$ cat config.mk
export PLATFORM = sky130hd
export DESIGN_NAME = mem_byte_sequencer
export DESIGN_NICKNAME = d
export VERILOG_FILES = /design/src/rtl/mem_byte_sequencer.sv
export SDC_FILE = /design/constraint.sdc
export NUM_CORES = 1
export LEC_CHECK = 0
export CAP_MARGIN = 20
export CORE_AREA = 2 2 132 134
export CTS_CLUSTER_DIAMETER = 200
export DETAILED_ROUTE_END_ITERATION = 16
export DIE_AREA = 0 0 134 136
export GPL_ROUTABILITY_DRIVEN = 1
export PLACE_DENSITY = 0.54
export RECOVER_POWER = 50
export SLEW_MARGIN = 20
export SYNTH_ARGS = -nofsm -noshare
export SYNTH_HDL_FRONTEND = slang
export SYNTH_SLANG_ARGS = --single-unit
$ cat constraint.sdc
create_clock -name clock -period 2.5 [get_ports clock]
set_clock_uncertainty 0.15 [all_clocks]
set_input_delay 0.625 -clock clock [delete_from_list [all_inputs] [get_ports clock]]
set_output_delay 0.625 -clock clock [all_outputs]
set_load 0.01 [all_outputs]
$ cat src/rtl/mem_byte_sequencer.sv
// Byte-serial RAM access sequencer for the multicycle CPU: big-endian byte/half/word reads and writes.
// Optional build macro MEMSEQ_SIGN_EXT_EN enables sign extension of byte/half reads.
module mem_byte_sequencer #(
   parameter int ADDR_W = 9,
   parameter int RD_LAT = 1
) (
   input  logic              clock,
   input  logic              reset,
   input  logic              mov,
   input  logic              mem_read,
   input  logic              mem_write,
   input  logic [1:0]        size,
   input  logic              sign_ext,
   input  logic [ADDR_W-1:0] address,
   input  logic [31:0]       data_in,
   output logic [31:0]       data_out,
   output logic              moc,
   output logic              busy,
   output logic              err,
   output logic [ADDR_W-1:0] ram_addr,
   output logic [7:0]        ram_wdata,
   output logic              ram_we,
   output logic              ram_re,
   input  logic [7:0]        ram_rdata,
   output logic [2:0]        dbg_state
);

   typedef enum logic [2:0] {
      S_IDLE     = 3'd0,
      S_RD_ISSUE = 3'd1,
      S_RD_WAIT  = 3'd2,
      S_WR       = 3'd3,
      S_DONE     = 3'd4
   } state_t;

   state_t            r_state;
   state_t            w_next;
   logic              r_mov_q;
   logic              r_err;
   logic [1:0]        r_size;
   logic [1:0]        r_last;
   logic [1:0]        r_idx;
   logic [1:0]        r_lat_cnt;
   logic [ADDR_W-1:0] r_base;
   logic [31:0]       r_wdata;
   logic [31:0]       r_rbuf;
   logic [31:0]       r_data_out;

   logic              w_accept;
   logic              w_valid;
   logic [1:0]        w_last_in;
   logic              w_lat_done;
   logic              w_last_byte;
   logic [1:0]        w_sel;
   logic [31:0]       w_rbuf_nxt;
   logic [31:0]       w_rd_result;
   logic [23:0]       w_fill_b;
   logic [15:0]       w_fill_h;

`ifdef MEMSEQ_SIGN_EXT_EN
   logic              r_sext;
   assign w_fill_b = {24{r_sext & w_rbuf_nxt[7]}};
   assign w_fill_h = {16{r_sext & w_rbuf_nxt[15]}};
`else
   logic              w_unused_sext;
   assign w_unused_sext = sign_ext;
   assign w_fill_b = 24'd0;
   assign w_fill_h = 16'd0;
`endif

   // Only a rising edge of mov seen in IDLE starts an access; held or busy-time pulses are dropped.
   assign w_accept    = (r_state == S_IDLE) && mov && !r_mov_q;
   assign w_lat_done  = (r_lat_cnt == 2'(RD_LAT - 1));
   assign w_last_byte = (r_idx == r_last);

   always_comb begin
      w_valid   = (mem_read != mem_write);
      w_last_in = 2'd0;
      case (size)
         2'b00: w_last_in = 2'd0;
         2'b01: begin
            w_last_in = 2'd1;
            if (address[0]) w_valid = 1'b0;
         end
         2'b10: begin
            w_last_in = 2'd3;
            if (address[1:0] != 2'b00) w_valid = 1'b0;
         end
         default: w_valid = 1'b0;
      endcase
   end

   always_comb begin
      w_next = r_state;
      case (r_state)
         S_IDLE: begin
            if (w_accept) begin
               if (!w_valid)      w_next = S_DONE;
               else if (mem_read) w_next = S_RD_ISSUE;
               else               w_next = S_WR;
            end
         end
         S_RD_ISSUE: w_next = S_RD_WAIT;
         S_RD_WAIT: begin
            if (w_lat_done) w_next = w_last_byte ? S_DONE : S_RD_ISSUE;
         end
         S_WR: begin
            if (w_last_byte) w_next = S_DONE;
         end
         S_DONE:  w_next = S_IDLE;
         default: w_next = S_IDLE;
      endcase
   end

   // Bytes shift in MSB-first, so after N captures the result is already right-justified.
   assign w_rbuf_nxt = {r_rbuf[23:0], ram_rdata};

   always_comb begin
      case (r_size)
         2'b00:   w_rd_result = {w_fill_b, w_rbuf_nxt[7:0]};
         2'b01:   w_rd_result = {w_fill_h, w_rbuf_nxt[15:0]};
         default: w_rd_result = w_rbuf_nxt;
      endcase
   end

   always_ff @(posedge clock or negedge reset) begin
      if (!reset) begin
         r_state    <= S_IDLE;
         r_mov_q    <= 1'b0;
         r_err      <= 1'b0;
         r_size     <= 2'd0;
         r_last     <= 2'd0;
         r_idx      <= 2'd0;
         r_lat_cnt  <= 2'd0;
         r_base     <= '0;
         r_wdata    <= 32'd0;
         r_rbuf     <= 32'd0;
         r_data_out <= 32'd0;
`ifdef MEMSEQ_SIGN_EXT_EN
         r_sext     <= 1'b0;
`endif
      end else begin
         r_state <= w_next;
         r_mov_q <= mov;
         if (w_accept) begin
            r_err   <= !w_valid;
            r_size  <= size;
            r_last  <= w_last_in;
            r_base  <= address;
            r_wdata <= data_in;
            r_idx   <= 2'd0;
            r_rbuf  <= 32'd0;
`ifdef MEMSEQ_SIGN_EXT_EN
            r_sext  <= sign_ext;
`endif
         end
         if (r_state == S_RD_ISSUE) begin
            r_lat_cnt <= 2'd0;
         end else if (r_state == S_RD_WAIT && !w_lat_done) begin
            r_lat_cnt <= r_lat_cnt + 2'd1;
         end
         if (r_state == S_RD_WAIT && w_lat_done) begin
            r_rbuf <= w_rbuf_nxt;
            if (w_last_byte) r_data_out <= w_rd_result;
            else             r_idx      <= r_idx + 2'd1;
         end
         if (r_state == S_WR && !w_last_byte) r_idx <= r_idx + 2'd1;
      end
   end

   // Write byte i takes field byte N-1-i of the right-justified data.
   assign w_sel     = r_last - r_idx;
   assign ram_wdata = (r_state == S_WR) ? r_wdata[{w_sel, 3'b000} +: 8] : 8'd0;
   assign ram_addr  = r_base + ADDR_W'(r_idx);
   assign ram_re    = (r_state == S_RD_ISSUE);
   assign ram_we    = (r_state == S_WR);
   assign moc       = (r_state == S_DONE);
   assign err       = (r_state == S_DONE) && r_err;
   assign busy      = (r_state == S_RD_ISSUE) || (r_state == S_RD_WAIT) || (r_state == S_WR);
   assign data_out  = r_data_out;
   assign dbg_state = r_state;

endmodule

Word level (Yosys, flattened, before mapping)
Index checks and enable logic that the tools add are counted.
- $lt $le $gt $ge: 0
- reduce and logical (&&, ||, !) cells: 21
- multipliers: 0
- bitwise operators: 0
- add/sub/neg operators: 4
- shift-type cells: 1
- div/mod/pow operators: 0
- eq/ne operators: 12
- muxes and demuxes: 21
- operators by type and width (cell ; count):
    $pmux W32 S2 ; 1
    $mux W24 ; 2
    $shiftx A32 B6 Y8 ; 1
    $mux W3 ; 5
    $mux W2 ; 7
    $pmux W3 S4 ; 1
    $add A9 B2 Y9 ; 1
    $mux W8 ; 1
    $eq A3 B2 Y1 const B ; 2
    $logic_and A1 B1 Y1 ; 6
    $logic_not A2 Y1 ; 3
    $reduce_bool A2 Y1 ; 3
    $add A2 B1 Y2 const B ; 2
    $eq A2 B1 Y1 const B ; 2
    $logic_not A1 Y1 ; 4
    $ne A2 B2 Y1 const B ; 2
    $pmux W2 S2 ; 1
    $eq A3 B1 Y1 const B ; 1
    $eq A3 B3 Y1 const B ; 1
    $logic_not A3 Y1 ; 1
    $pmux W1 S3 ; 1
    $reduce_and A3 Y1 ; 1
    $eq A2 B2 Y1 ; 1
    $eq A2 B2 Y1 const B ; 1
    other kinds (6) ; 8
- latch bits: 0
- memories: 0
- input port bits: 57
- bits in writable memories: 0
- output and inout port bits: 57
- ROM bits: 0
- flip-flop bits (word level): 110
- word-level logic and storage cells: 70

Depth between registers and ports, before layout
Gate-level depths: netlist of run 1.
- depth in word-level cells: 7
- gate-level depth with buffers: 9
- depth with buffers taken out: 6

Worst setup path after synthesis of run 1
OpenSTA, ideal clock, no wires.
- kind: reg2out
- start point: register r_idx[1]
- end point: output ram_wdata[4]
- path buffers: 1
- data required time: 1.725 ns
- stages on the path, launching flop included: 6
- arrival: 1.537 ns
- slack: 0.188 ns
- cell sequence: dfrtp_1 > xnor2_4 > xor2_4 > buf_8 > mux2i_1 > o22ai_1
- cells in the longest elaborated chain, start to end: 3
- ends and longest elaborated chain (what ; line ; RTL):
    start: declaration ; 42 ; logic [1:0] r_idx;
    start signal: assignment ; 165 ; else r_idx <= r_idx + 2'd1;
    start signal: assignment ; 167 ; if (r_state == S_WR && !w_last_byte) r_idx <= r_idx + 2'd1;
    $sub A2 B2 Y2 ; 172 ; assign w_sel = r_last - r_idx;
    $shiftx A32 B6 Y8 ; 173 ; assign ram_wdata = (r_state == S_WR) ? r_wdata[{w_sel, 3'b000} +: 8] : 8'd0;
    $mux W8 ; 173 ;
    end: declaration ; 21 ; output logic [7:0] ram_wdata,
No other way between the ends.

Final worst setup path of run 1
- start point: register r_last[1]
- end point: output ram_wdata[2]
- cells in the longest elaborated chain, start to end: 3
- ends and longest elaborated chain (what ; line ; RTL):
    start: declaration ; 41 ; logic [1:0] r_last;
    start signal: assignment ; 148 ; r_last <= w_last_in;
    $sub A2 B2 Y2 ; 172 ;
    $shiftx A32 B6 Y8 ; 173 ;
    $mux W8 ; 173 ;
No other way between the ends.

==> flow_metrics.py, run 1 <==
metrics = {
    "outcome": {
        "status": "finished with violations",
        "violations": "slew limit, setup timing",
    },
    "floorplanning": {
        "rows": 48,
        "chipWidth_um": 134,
        "core_area_um2": 16880,
        "pin_count": 114,
        "start_util_pct": 29.36,
        "dieHeight_um": 136,
        "die_area_um2": 18220,
    },
    "power": {
        "p_leak_nw": 2.944,
        "netSwitchingPower_w": 0.001744,
        "peakVddDrop_mv": 0.6550,
        "powerDensity_nw_per_um2": 869.1,
        "clkPwrFrac_pct": 26.1,
        "p_seq_share_pct": 42.3,
        "p_int_w": 0.004202,
        "swShare_pct": 29.32,
        "combPwrFrac_pct": 31.6,
    },
    "cells_and_area": {
        "drive_gt1_share_pct": 23.33,
        "n_antenna_cell": 0,
        "stdcell_count": 795,
        "area_growth_pct": 38.08,
        "fin_nets": 633,
    },
    "yosys": {
        "synth_edf_count": 0,
        "syn-cell-area_um2": 4955,
        "ys_ff_latch": 110,
        "ys.flop_type": "dfrtp_1",
        "synth_fp_nets": 510,
        "synth_seq_area_share_pct": 55.56,
        "yosysWarnings": 0,
        "avgSynthCellArea_um2": 11.18,
        "yosysUniqueCellTypes": 47,
        "synth-async-reset-ratio_pct": 100.0,
        "syn_inst": 443,
    },
    "cts": {
        "clk-insertion-delay-late_ns": 0.35,
        "hold_buffers": 0,
        "cts.path.max_buffers": 2,
        "path_clk_slew_ns": 0.07,
        "cts_tree": "done",
        "cts.sinks": 110,
        "cts_max_level": 3,
        "cts_root_buf": "clkbuf_16",
        "cts-buffers-inserted": 9,
    },
    "detailed_routing": {
        "drcViolationCount": 0,
        "drtIter0Drc": 138,
        "ant_nets": 0,
        "wire_per_inst_um": 14.56,
        "viasPerCell": 4.532,
        "vias": 3603,
        "dr.pass1.iters": 4,
        "wl_mm": 11.57,
    },
    "global_routing": {
        "grt_pass1_wl_mm": 19.33,
        "gr-total-overflow": 0,
        "grt_max_degree": 111,
        "grt.total_usage_pct": 13.48,
        "grt_pass1_vias": 3852,
        "antenna_found_initial": 0,
    },
    "critical_path": {
        "startpoint_type": "register",
        "path_class": "register to output port",
        "critPathArrivalTime_ns": 1.92,
        "rrSetupSlack_ns": 0.32,
        "cp_max_fo": 8,
        "cp_data_required_time_ns": 1.73,
        "cp-end-kind": "output port",
    },
    "timing": {
        "slew_violations": 110,
        "finalSetupViolations": 14,
        "relSlewSlack_pct": -0.5043,
        "fmax_mhz": 371.3,
        "setup_tns_ns": -2.002,
        "hold_violations": 0,
        "period_share_pct": 107.7,
        "tightest_slew_ns": 1.508,
        "hold_slack_ns": 0.3261,
        "layout_setup_ws_ns": -0.1931,
        "period_needed_ns": 2.693,
        "grt_setup_unrepaired": "true",
    },
    "placement": {
        "dp_cells": 773,
        "io_buffers": 112,
        "hpwl_mm": 7.990,
        "gp_congestion": 0.7482,
    },
    "min_path": {
        "hold_class": "register to register",
    },
    "run": {
        "max-cap-violations": 0,
    },
}
==> worst max-delay path, stage by stage, from the launching register on <==
cell	delay, ns
dfrtp_2	0.44
xnor2_4	0.23
xor2_4	0.25
clkbuf_16	0.21
mux2i_1	0.19
o22ai_1	0.09
buf_2	0.14
==> through the flow <==
stage	setup WS, ns	util [%]	instance area [um^2]	power [W]
2_1_floorplan	0.1884	-	4955	0.003498
3_3_place_gp	-0.2353	38.06	6422	0.004273
3_5_place_dp	-0.2043	38.06	6422	0.004336
4_1_cts	-0.2753	40.37	6813	0.006016
5_1_grt	-0.3110	40.54	6842	0.006305
6_report	-0.1931	40.54	6842	0.005946
==> power by group through the flow <==
stage	Clock, W	Combinational [W]	Sequential, W
finish	0.00155	0.00188	0.00252
global route	0.00168	0.00205	0.00258
CTS	0.00160	0.00190	0.00251
detailed placement	0	0.00180	0.00253
global placement	0	0.00177	0.00251
floorplan	0	0.000996	0.00250
==> cells in the final DEF (no fill, tap or decap), types with 3 or more instances in the layout <==
| cell type | n |
|---|---|
| mux2_2 | 51 |
| nand4_1 | 3 |
| buf_2 | 15 |
| buf_12 | 3 |
| dfrtp_1 | 107 |
| clkdlybuf4s50_1 | 90 |
| nand2_1 | 102 |
| o21ai_0 | 39 |
| a21oi_1 | 3 |
| buf_6 | 5 |
| mux2i_1 | 18 |
| o22ai_1 | 8 |
| clkbuf_16 | 10 |
| clkbuf_4 | 3 |
| dfrtp_2 | 3 |
| o21ai_1 | 13 |
| buf_4 | 18 |
| ha_4 | 3 |
| xnor2_1 | 4 |
| xnor2_2 | 3 |
| inv_1 | 7 |
| ha_1 | 6 |
| nor2_1 | 6 |
| nand2b_1 | 4 |
==> Yosys cell counts, types with 3 or more instances <==
library cell  count  area share, %
buf_4             8            1.2
o21ai_1          13            1.3
buf_2             8           0.81
clkbuf_1          8           0.61
ha_1              9            2.3
dfrtp_1         110             56
nand2_1         104            7.9
o22ai_1           8            1.0
nand3_1           3           0.30
inv_1             7           0.53
mux2i_1          18            3.6
nand2b_1          4           0.50
a21oi_1           3           0.30
nand4_1           3           0.38
xnor2_1           7            1.2
mux2_2           51             12
nor2_1            7           0.53
o21ai_0          39            3.9
==> cell families (layout without fill, tap and decap cells) <==
kind of cell,Yosys count,in the layout,share of synthesized area [%]
xor gates and xnor gates,10,10,2.525
muxes,71,71,15.68
DFF,110,110,55.56
and+or+nand+nor,136,136,11.92
adders and majority gates,10,10,2.677
buffers and inverters,35,162,3.839
AOI/OAI and AO/OA,71,71,7.803
==> routing by layer <==
| metal | wire, um | up-vias | share of wire, % | global-route usage [%] |
|---|---|---|---|---|
| met5 | 0 | - | 0 | 0 |
| met4 | 184 | 0 | 1.6 | 4.551 |
| met3 | 893 | 14 | 7.7 | 5.444 |
| met2 | 5556 | 95 | 48 | 22.74 |
| met1 | 4940 | 1746 | 43 | 15.62 |
| li1 | - | 1748 | - | - |
==> layout make-up <==
type                    count  area [um^2]
clock buffers              10        239.0
repair buffers            140         1325
multi-input cells         298         2130
inverters                   7        26.28
fillers                  1644        10030
clock inverters             5        83.83
well taps                 225        281.5
flip-flops and latches    110         2756
==> state kept, by name, summed over array words and instances (netlist names) <==
register   cells
r_idx          2
r_base         9
r_err          1
data_out      32
r_lat_cnt      2
r_wdata       32
r_mov_q        1
r_size         2
r_rbuf        24
dbg_state      3
r_last         2
==> final timing paths <==
check / startpoint / to / cells past startpoint
worst max-delay path: r_last[1]$_DFFE_PN0P_ / ram_wdata[2] / 6
worst min-delay path: data_out[15]$_DFFE_PN0P_ / data_out[15]$_DFFE_PN0P_ / 2
worst max register to register: r_lat_cnt[0]$_DFFE_PN0P_ / data_out[3]$_DFFE_PN0P_ / 6
worst min register to register: data_out[15]$_DFFE_PN0P_ / data_out[15]$_DFFE_PN0P_ / 2
max in group asynchronous: reset / r_idx[0]$_DFF_PN0_ / 2
min in group asynchronous: reset / data_out[30]$_DFFE_PN0P_ / 2
==> timing repair <==
| item | in CTS | in global routing |
|---|---|---|
| endpoints found under the setup margin | 19 | 17 |
| resized for setup | 83 | 14 |
| pin swaps | 12 | 11 |
| endpoints found under the hold margin | 0 | 0 |
| buffers inserted | 6 | 1 |
| gates cloned | 1 | 0 |
Power figures use the tool's default switching activity.
==> run 2: changes to the inputs <==
--- a/config.mk
+++ b/config.mk
@@ -7,7 +7,6 @@
 export LEC_CHECK = 0
 export CAP_MARGIN = 20
 export CORE_AREA = 2 2 132 134
-export CTS_CLUSTER_DIAMETER = 200
 export DETAILED_ROUTE_END_ITERATION = 16
 export DIE_AREA = 0 0 134 136
 export GPL_ROUTABILITY_DRIVEN = 1
==> results of run 2 <==
Final layout, timing and power as in run 1 (identical DEF).
